`src/rtl/fisc_run_ctrl_if.sv`:
```
// Debug run-control bus between the front panel / debugger and fisc_run_ctrl.
// master drives requests and breakpoint setup; slave (the controller) drives CPU control and status.
interface fisc_run_ctrl_if #(
  parameter int AddressSize = 16
) ();
  logic [AddressSize-1:0] PCval;
  logic                   run_req;
  logic                   step_req;
  logic                   stop_req;
  logic                   restart_req;
  logic                   bp_en;
  logic [AddressSize-1:0] bp_addr;
  logic                   cpu_rst_n;
  logic                   cpu_clk_en;
  logic [2:0]             state;
  logic                   halted;
  logic [1:0]             halt_cause;
  logic [31:0]            cycle_count;

  modport master (
    output PCval, run_req, step_req, stop_req, restart_req, bp_en, bp_addr,
    input  cpu_rst_n, cpu_clk_en, state, halted, halt_cause, cycle_count
  );

  modport slave (
    input  PCval, run_req, step_req, stop_req, restart_req, bp_en, bp_addr,
    output cpu_rst_n, cpu_clk_en, state, halted, halt_cause, cycle_count
  );
endinterface

```
`src/rtl/fisc_run_ctrl.sv`:
```
// Run controller for the FISC CPU: reset sequencing, run/step/stop, breakpoint and halt-address
// detection. The CPU clock enable is combinational so a hit stops the CPU on the very edge it is seen.
module fisc_run_ctrl #(
  parameter int                     AddressSize = 16,
  parameter int                     ResetCycles = 9,
  parameter logic [AddressSize-1:0] HaltAddr    = 16'hFFFF
) (
  input  logic           clk,
  input  logic           reset,
  fisc_run_ctrl_if.slave bus
);
  typedef enum logic [2:0] {
    S_HOLD = 3'd0,
    S_IDLE = 3'd1,
    S_RUN  = 3'd2,
    S_STEP = 3'd3,
    S_HALT = 3'd4
  } state_e;

  localparam int          HcW    = (ResetCycles > 1) ? $clog2(ResetCycles) : 1;
  localparam logic [1:0]  C_NONE = 2'b00;
  localparam logic [1:0]  C_PC   = 2'b01;
  localparam logic [1:0]  C_BP   = 2'b10;

  state_e           state_q, state_d;
  logic [HcW-1:0]   hold_cnt_q, hold_cnt_d;
  logic [31:0]      cyc_q, cyc_d;
  logic [1:0]       cause_q, cause_d;
  logic             rst_n_q, rst_n_d;
  logic             halted_q, halted_d;
  logic             first_q, first_d;
  logic             pc_hit, bp_hit, clk_en;

  // first_q marks the first RUN cycle so a resume from a breakpoint steps past it
  assign pc_hit = (bus.PCval == HaltAddr);
  assign bp_hit = bus.bp_en && (bus.PCval == bus.bp_addr) && !first_q;

  always_comb begin
    clk_en = 1'b0;
    case (state_q)
      S_HOLD:  clk_en = 1'b1;
      S_RUN:   clk_en = !(pc_hit || bp_hit);
      S_STEP:  clk_en = !pc_hit;
      default: clk_en = 1'b0;
    endcase
  end

  always_comb begin
    state_d    = state_q;
    hold_cnt_d = hold_cnt_q;
    cyc_d      = cyc_q;
    cause_d    = cause_q;
    first_d    = 1'b0;
    if (clk_en && state_q != S_HOLD && cyc_q != 32'hFFFF_FFFF)
      cyc_d = cyc_q + 32'd1;
    case (state_q)
      S_HOLD: begin
        if (hold_cnt_q == HcW'(ResetCycles - 1)) begin
          state_d    = S_IDLE;
          hold_cnt_d = '0;
          cyc_d      = '0;
        end else begin
          hold_cnt_d = hold_cnt_q + 1'b1;
        end
      end
      S_IDLE: begin
        if (bus.run_req) begin
          state_d = S_RUN;
          cause_d = C_NONE;
          first_d = 1'b1;
        end else if (bus.step_req) begin
          state_d = S_STEP;
          cause_d = C_NONE;
        end
      end
      S_RUN: begin
        if (pc_hit) begin
          state_d = S_HALT;
          cause_d = C_PC;
        end else if (bp_hit) begin
          state_d = S_IDLE;
          cause_d = C_BP;
        end else if (bus.stop_req) begin
          state_d = S_IDLE;
        end
      end
      S_STEP: begin
        if (pc_hit) begin
          state_d = S_HALT;
          cause_d = C_PC;
        end else begin
          state_d = S_IDLE;
        end
      end
      S_HALT: begin
        if (bus.restart_req) begin
          state_d    = S_HOLD;
          hold_cnt_d = '0;
        end
      end
      default: begin
        state_d    = S_HOLD;
        hold_cnt_d = '0;
      end
    endcase
    rst_n_d  = (state_d != S_HOLD);
    halted_d = (state_d == S_HALT);
  end

  always_ff @(posedge clk) begin
    if (reset) begin
      state_q    <= S_HOLD;
      hold_cnt_q <= '0;
      cyc_q      <= '0;
      cause_q    <= C_NONE;
      rst_n_q    <= 1'b0;
      halted_q   <= 1'b0;
      first_q    <= 1'b0;
    end else begin
      state_q    <= state_d;
      hold_cnt_q <= hold_cnt_d;
      cyc_q      <= cyc_d;
      cause_q    <= cause_d;
      rst_n_q    <= rst_n_d;
      halted_q   <= halted_d;
      first_q    <= first_d;
    end
  end

  assign bus.cpu_rst_n   = rst_n_q;
  assign bus.cpu_clk_en  = clk_en;
  assign bus.state       = state_q;
  assign bus.halted      = halted_q;
  assign bus.halt_cause  = cause_q;
  assign bus.cycle_count = cyc_q;
endmodule

```
`src/flat_wrapper.sv`:
```
// flat-port wrapper written by rule: the top's interface ports become plain ports
module fisc_run_ctrl_flat 
#(
  parameter int                     AddressSize = 16,
  parameter int                     ResetCycles = 9,
  parameter logic [AddressSize-1:0] HaltAddr    = 16'hFFFF
)
  (clk, reset, bus_PCval, bus_run_req, bus_step_req, bus_stop_req, bus_restart_req, bus_bp_en, bus_bp_addr, bus_cpu_rst_n, bus_cpu_clk_en, bus_state, bus_halted, bus_halt_cause, bus_cycle_count);
  fisc_run_ctrl_if #(.AddressSize(AddressSize)) bus_i ();
  input  logic clk;
  input  logic reset;
  input wire logic [$bits(bus_i.PCval)-1:0] bus_PCval;
  input wire logic [$bits(bus_i.run_req)-1:0] bus_run_req;
  input wire logic [$bits(bus_i.step_req)-1:0] bus_step_req;
  input wire logic [$bits(bus_i.stop_req)-1:0] bus_stop_req;
  input wire logic [$bits(bus_i.restart_req)-1:0] bus_restart_req;
  input wire logic [$bits(bus_i.bp_en)-1:0] bus_bp_en;
  input wire logic [$bits(bus_i.bp_addr)-1:0] bus_bp_addr;
  output wire logic [$bits(bus_i.cpu_rst_n)-1:0] bus_cpu_rst_n;
  output wire logic [$bits(bus_i.cpu_clk_en)-1:0] bus_cpu_clk_en;
  output wire logic [$bits(bus_i.state)-1:0] bus_state;
  output wire logic [$bits(bus_i.halted)-1:0] bus_halted;
  output wire logic [$bits(bus_i.halt_cause)-1:0] bus_halt_cause;
  output wire logic [$bits(bus_i.cycle_count)-1:0] bus_cycle_count;
  assign bus_i.PCval = bus_PCval;
  assign bus_i.run_req = bus_run_req;
  assign bus_i.step_req = bus_step_req;
  assign bus_i.stop_req = bus_stop_req;
  assign bus_i.restart_req = bus_restart_req;
  assign bus_i.bp_en = bus_bp_en;
  assign bus_i.bp_addr = bus_bp_addr;
  assign bus_cpu_rst_n = bus_i.cpu_rst_n;
  assign bus_cpu_clk_en = bus_i.cpu_clk_en;
  assign bus_state = bus_i.state;
  assign bus_halted = bus_i.halted;
  assign bus_halt_cause = bus_i.halt_cause;
  assign bus_cycle_count = bus_i.cycle_count;
  fisc_run_ctrl #(.AddressSize(AddressSize), .ResetCycles(ResetCycles), .HaltAddr(HaltAddr)) u_core (.clk(clk), .reset(reset), .bus(bus_i));
endmodule
```
`config.mk`:
```
export PLATFORM = sky130hd
export DESIGN_NAME = fisc_run_ctrl_flat
export DESIGN_NICKNAME = d
export VERILOG_FILES = /design/src/rtl/fisc_run_ctrl_if.sv /design/src/rtl/fisc_run_ctrl.sv /design/src/flat_wrapper.sv
export SDC_FILE = /design/constraint.sdc
export NUM_CORES = 1
export LEC_CHECK = 0
export CAP_MARGIN = 0
export CORE_ASPECT_RATIO = 0.8
export CORE_UTILIZATION = 30
export CTS_CLUSTER_DIAMETER = 40
export DETAILED_ROUTE_END_ITERATION = 8
export GPL_TIMING_DRIVEN = 1
export PLACE_DENSITY = 0.57
export SYNTH_ARGS = -nofsm -noshare
export SYNTH_HDL_FRONTEND = slang
export SYNTH_SLANG_ARGS = --single-unit
```
`constraint.sdc`:
```
create_clock -name clk -period 3 [get_ports clk]
set_clock_uncertainty 0.15 [all_clocks]
set_input_delay 0.45 -clock clk [delete_from_list [all_inputs] [get_ports clk]]
set_output_delay 0.45 -clock clk [all_outputs]
set_load 0.01 [all_outputs]
```
==> flow_metrics.env, run 1 <==
export IMPL_status="complete, no violations"
export IMPL_synth_main_ff_cell="dfxtp_1"
export IMPL_crit_chain="clkdlybuf4s50_1 > xor2_1 > nor4_1 > nand2_1 > or3_1 > nand2_1 > nand2_1 > dlygate4sd2_1"
export IMPL_max_freq_ghz=0.348
export IMPL_comb_power_share=0.089
export IMPL_cp_start_kind="input pin"
export IMPL_core_rowCount=28
export IMPL_io_buffers=78
export IMPL_dr_max_layer_used="met4"
export IMPL_setup_violations=0
export IMPL_postPlaceCellArea_um2=3220
export IMPL_gp_congestion=0.784
export IMPL_ir_drop_uv=206
export IMPL_drive_gt1_frac=0.0512
export IMPL_finalMaxSlewViolations=0
export IMPL_tightest_slew_ns=0.573
export IMPL_synthDistinctLibCells=38
export IMPL_grt_ovfl_total=0
export IMPL_cts_buffers=5
export IMPL_p_leak_nw=1.13
export IMPL_die_width_um=100
export IMPL_cts_tree="built"
export IMPL_drt_pass1_iter_count=4
export IMPL_finalWorstSetupSlack_ns=0.123
export IMPL_met2_wirelength_um=2420
export IMPL_post_place_ws_ns=-0.0736
export IMPL_antenna_found_initial=0
export IMPL_synthesis_area_um2=2310
export IMPL_io_pins=79
export IMPL_dr_wl_met3_um=201
export IMPL_syn_area_per_cell_um2=8.01
export IMPL_critPathCaptureType="primary output"
export IMPL_async_flop_share=0
export IMPL_cp_common_cell="nand2_1"
export IMPL_crit_required_ns=2.40
export IMPL_path_max_fanout=2
export IMPL_yosysWarnings=0
export IMPL_groute_usage_overall=0.156
export IMPL_rsz0062_at_grt="false"
export IMPL_avgRoutedWirePerCell_um=12.5
export IMPL_core_area_um2=7430
export IMPL_min_path_type="reg2reg"
export IMPL_final_antenna_net_count=0
export IMPL_timing_final_crit_share=0.959
export IMPL_chipHeight_um=80.6
export IMPL_ys_seq_area_frac=0.381
export IMPL_dieArea_um2=8070
export IMPL_dr_first_iter_drc_count=92
export IMPL_first_global_vias=2060
export IMPL_num_antenna_cells=0
export IMPL_grt_max_degree=32
export IMPL_max_cap_violations=0
export IMPL_crit_type="in2out"
export IMPL_nets=412
export IMPL_cts_sinks=44
export IMPL_cts_root_buf="clkbuf_8"
export IMPL_p_int_w=0.000925
export IMPL_slowest_delay_ns=0.45
export IMPL_drt_met1_wl_um=3260
export IMPL_utilization=0.450
export IMPL_postCtsResizedCells=1
export IMPL_sw_frac_of_total=0.216
export IMPL_arrival_ns=2.28
export IMPL_syn_inst=289
export IMPL_clk_pin_slew_worst_paths_ns=0.08
export IMPL_syn2layout_area_growth_pct=44.5
export IMPL_postCtsSetupBuffers=0
export IMPL_power_frac_seq=0.501
export IMPL_synth_nets=331
export IMPL_p_clk_frac=0.410
export IMPL_power_density_nw_per_um2=353
export IMPL_ys_ff_latch=44
export IMPL_setup_tns_final_ns=0
export IMPL_fin_crit_ns=2.88
export IMPL_critPathTopFamily="simple AND/OR/NAND/NOR gates"
export IMPL_final_cell_area_um2=3340
export IMPL_htree_levels=2
export IMPL_vias=2261
export IMPL_slew_headroom=0.615
export IMPL_crit_slowest_cell="clkdlybuf4s50_1"
export IMPL_grt_pass1_wl_um=9890
export IMPL_wirelength_um=5960
export IMPL_start_util=0.312
export IMPL_drc=0
export IMPL_worst_hold_slack_ns=0.332
export IMPL_synth_edf_count=0
export IMPL_dp_hpwl_um=4570
export IMPL_ctsHoldBuffers=0
export IMPL_clk_insertion_delay_late_ns=0.30
export IMPL_viasPerCell=4.75
export IMPL_hold_viol=0
export IMPL_p_switching_w=0.000256
export IMPL_ctsLongestPathBuffers=2
export IMPL_cp_num_buf_inv=2
==> power by group through the flow <==
| stage | Combinational, W | Clock, W | Sequential, W |
|---|---|---|---|
| final | 0.000105 | 0.000484 | 0.000592 |
| after global routing | 0.000115 | 0.000533 | 0.000593 |
| after CTS | 0.000106 | 0.000500 | 0.000592 |
| after detailed placement | 0.000106 | 0 | 0.000606 |
| after global placement | 0.000105 | 0 | 0.000605 |
| after floorplan | 0.0000377 | 0 | 0.000605 |
==> tightest hold or removal path, cell delays in order, from the launching register on <==
cell,delay (ns)
dfxtp_1,0.32
nand2_1,0.05
a21oi_1,0.06
==> metrics by stage <==
| stage | cells | power [W] |
|---|---|---|
| 6_report | 476 | 0.00118 |
| 5_1_grt | 476 | 0.00124 |
| 2_1_floorplan | 289 | 0.000642 |
| 4_1_cts | 476 | 0.00120 |
| 3_5_place_dp | 468 | 0.000711 |
| 3_3_place_gp | 468 | 0.000711 |
==> cell families after synthesis <==
logic type / Yosys count / synth area share
simple gates: 138 / 0.317
buf+inv: 18 / 0.0351
flops: 44 / 0.381
mux: 3 / 0.0130
xor+xnor: 30 / 0.114
fa+ha+maj: 3 / 0.0162
compound gates: 53 / 0.124
==> cell usage after synthesis (2+ instances only) <==
master / count / area [um^2]
a21o_1: 2 / 15.0
a21oi_1: 26 / 130
and2_1: 6 / 37.5
and3_1: 6 / 37.5
buf_2: 2 / 10.0
clkbuf_1: 7 / 26.3
dfxtp_1: 44 / 881
ha_1: 3 / 37.5
inv_1: 7 / 26.3
mux2i_1: 3 / 30.0
nand2_1: 18 / 67.6
nand3_1: 22 / 110
nand3b_1: 3 / 22.5
nand4_1: 12 / 75.1
nor2_1: 30 / 113
nor3_1: 6 / 30.0
nor4_1: 6 / 37.5
o21ai_0: 19 / 95.1
o31ai_1: 2 / 15.0
or3_1: 17 / 106
or4_1: 3 / 22.5
xnor2_1: 2 / 17.5
xor2_1: 28 / 245
==> registers in the layout (all words and copies together), names as in the netlist <==
| name | flops |
|---|---|
| u_core.bus.cpu_rst_n | 1 |
| u_core.bus.cycle_count | 32 |
| u_core.bus.halt_cause | 2 |
| u_core.bus.halted | 1 |
| u_core.bus.state | 3 |
| u_core.first_q | 1 |
| u_core.hold_cnt_q | 4 |
==> cell type report <==
class / count / area (um^2)
sequential: 44 / 881
clock buffer: 6 / 82.6
timing repair buffer: 85 / 832
clock inverter: 2 / 38.8
tap: 105 / 131
fill: 796 / 4080
inverter: 7 / 26.3
multi-input combinational: 227 / 1350
==> final timing paths <==
path / from / to / slack [ns] / cells after the start
max: bus_PCval[12] / bus_cpu_clk_en / 0.12 / 8
min: u_core.bus.halt_cause[0]$_SDFFE_PP0P_ / u_core.bus.halt_cause[0]$_SDFFE_PP0P_ / 0.33 / 2
max reg2reg: u_core.bus.state[1]$_SDFF_PP0_ / u_core.bus.cycle_count[22]$_SDFF_PP0_ / 0.61 / 7
min reg2reg: u_core.bus.halt_cause[0]$_SDFFE_PP0P_ / u_core.bus.halt_cause[0]$_SDFFE_PP0P_ / 0.33 / 2
==> layer usage <==
metal	vias up	GRT usage
met3	7	0.0339
met2	38	0.235
met5	-	0
met1	1022	0.219
met4	0	0.0493
li1	1194	-
==> placed cells by master (no fill, tap or decap), types with 12 or more instances in the layout <==
master           synthesis  final
dfxtp_1                 44     44
or3_1                   17     17
o21ai_0                 19     19
nor2_1                  30     30
nand3_1                 22     22
clkdlybuf4s50_1          0     77
nand2_1                 18     18
xor2_1                  28     28
a21oi_1                 26     26
nand4_1                 12     12
No activity file was read; power rests on OpenSTA's default activity.
==> run 2: changes to the inputs <==
SETUP_SLACK_MARGIN = 0.15   (was default)
==> flow_metrics.env, run 2 (same netlist as run 1, synthesis figures left out) <==
export IMPL_slowest_delay_ns=0.41
export IMPL_final_cell_mix="75 x clkdlybuf4s50_1, 44 x dfxtp_1, 29 x nor2_1"
export IMPL_final_antenna_net_count=0
export IMPL_core_area_um2=7430
export IMPL_avgRoutedWirePerCell_um=12.6
export IMPL_final_cell_area_um2=3410
export IMPL_crit_chain="clkdlybuf4s50_1 > xor2_1 > nor4_1 > nand3_1 > buf_4 > buf_4 > buf_4 > buf_4 > buf_4 > buf_4 > buf_4 > buf_4 > nor2_4 > o21ai_1 > a211oi_1"
export IMPL_grt_pass1_wl_um=9980
export IMPL_setup_tns_final_ns=0
export IMPL_gp_congestion=0.784
export IMPL_p_leak_nw=1.17
export IMPL_io_buffers=78
export IMPL_ctsHoldBuffers=0
export IMPL_power_density_nw_per_um2=347
export IMPL_groute_usage_overall=0.157
export IMPL_num_antenna_cells=0
export IMPL_worst_hold_slack_ns=0.332
export IMPL_dr_first_iter_drc_count=95
export IMPL_cts_tree="built"
export IMPL_viasPerCell=4.76
export IMPL_wirelength_um=6070
export IMPL_cp_common_cell="buf_4"
export IMPL_mostFrequentLayoutCell="clkdlybuf4s50_1"
export IMPL_critPathCaptureType="flip-flop"
export IMPL_timing_final_crit_share=0.918
export IMPL_max_cap_violations=0
export IMPL_ctsLongestPathBuffers=2
export IMPL_htree_levels=2
export IMPL_min_path_type="reg2reg"
export IMPL_drc=0
export IMPL_dieArea_um2=8070
export IMPL_arrival_ns=2.82
export IMPL_hold_viol=0
export IMPL_crit_slowest_cell="clkdlybuf4s50_1"
export IMPL_io_pins=79
export IMPL_antenna_found_initial=0
export IMPL_drive_gt1_frac=0.0767
export IMPL_regArea_um2=881
export IMPL_path_max_fanout=2
export IMPL_fin_crit_ns=2.76
export IMPL_grt_ovfl_total=0
export IMPL_cts_sinks=44
export IMPL_finalMaxSlewViolations=0
export IMPL_nets=419
export IMPL_cts_buffers=5
export IMPL_chipHeight_um=80.6
export IMPL_rsz0062_at_grt="true"
export IMPL_ir_drop_uv=207
export IMPL_tightest_slew_ns=0.585
export IMPL_max_freq_ghz=0.363
export IMPL_fill_cells=786
export IMPL_slew_headroom=0.606
export IMPL_vias=2301
export IMPL_core_rowCount=28
export IMPL_first_global_vias=2083
export IMPL_power_w=0.00118
export IMPL_clk_insertion_delay_late_ns=0.30
export IMPL_start_util=0.312
export IMPL_grt_max_degree=32
export IMPL_dp_hpwl_um=4570
export IMPL_setup_violations=0
export IMPL_largest_reg_flops=32
export IMPL_utilization=0.459
export IMPL_crit_required_ns=3.07
export IMPL_status="complete, no violations"
export IMPL_cts_root_buf="clkbuf_8"
export IMPL_cp_start_kind="input pin"
export IMPL_die_width_um=100
export IMPL_syn2layout_area_growth_pct=47.4
export IMPL_drt_pass1_iter_count=4
export IMPL_multi_input_area_um2=1370
export IMPL_crit_type="in2reg"
export IMPL_postPlaceCellArea_um2=3220
export IMPL_clk_pin_slew_worst_paths_ns=0.09
-- run 2: changes by cell type in the layout (fill, tap and decap cells not counted), sizes merged --
| cell | previous run | this run |
|---|---|---|
| clkbuf | 6 | 7 |
| dlygate4sd2 | 1 | 0 |
| buf | 7 | 14 |
| clkdlybuf4s50 | 77 | 75 |
| dlymetal6s2s | 0 | 2 |
-- run 2: worst paths after layout --
check / start / to / slack [ns] / depth (start not counted)
worst min-delay path: u_core.bus.halt_cause[0]$_SDFFE_PP0P_ / u_core.bus.halt_cause[0]$_SDFFE_PP0P_ / 0.33 / 2
worst max register to register: u_core.bus.state[1]$_SDFF_PP0_ / u_core.bus.cycle_count[22]$_SDFF_PP0_ / 0.61 / 7
worst min register to register: u_core.bus.halt_cause[0]$_SDFFE_PP0P_ / u_core.bus.halt_cause[0]$_SDFFE_PP0P_ / 0.33 / 2
worst max-delay path: bus_bp_addr[3] / u_core.bus.state[0]$_SDFF_PP0_ / 0.24 / 15
-- run 2: area by class of cell --
class,instances,share of cell area
Sequential cell,44,0.258
Multi-Input combinational cell,227,0.400
Tap cell,105,0.0385
Clock buffer,6,0.0242
Clock inverter,2,0.0114
Timing Repair Buffer,92,0.260
Inverter,7,0.00770
-- run 2: routing by layer --
metal,track usage,vias to the layer above,wire [um],share of wire
met3,0.0339,7,210,0.035
met5,0,-,0,0
met2,0.238,44,2510,0.41
met4,0.0493,0,74,0.012
li1,-,1208,-,-
met1,0.220,1042,3280,0.54
-- run 2: timing repair --
| action | CTS | global route |
|---|---|---|
| resized for setup | 2 | 7 |
| pin swaps | 2 | 5 |
| setup buffers | 7 | 0 |
| hold endpoints to repair | 0 | 0 |
| endpoints found under the setup margin | 1 | 3 |
-- run 2: through the flow --
stage,setup WS [ns],cells
2_1_floorplan,0.596,289
3_3_place_gp,-0.0587,468
3_5_place_dp,-0.0736,468
4_1_cts,0.159,483
5_1_grt,0.106,483
6_report,0.245,483
-- run 2: critical path: cells and delay by family --
| family | cells | cell delay (ns) |
|---|---|---|
| AO/OA/AOI/OAI | 2 | 0.32 |
| XOR/XNOR | 1 | 0.15 |
| AND/OR/NAND/NOR | 3 | 0.51 |
| buffers and inverters | 9 | 1.41 |
-- run 2: where the power goes --
part	switching, W	internal, W	total [W]	leakage (nW)
clock	0.000212	0.000272	0.000485	0.0614
sequential	0.00000431	0.000588	0.000592	0.355
combinational	0.0000419	0.0000653	0.000107	0.759
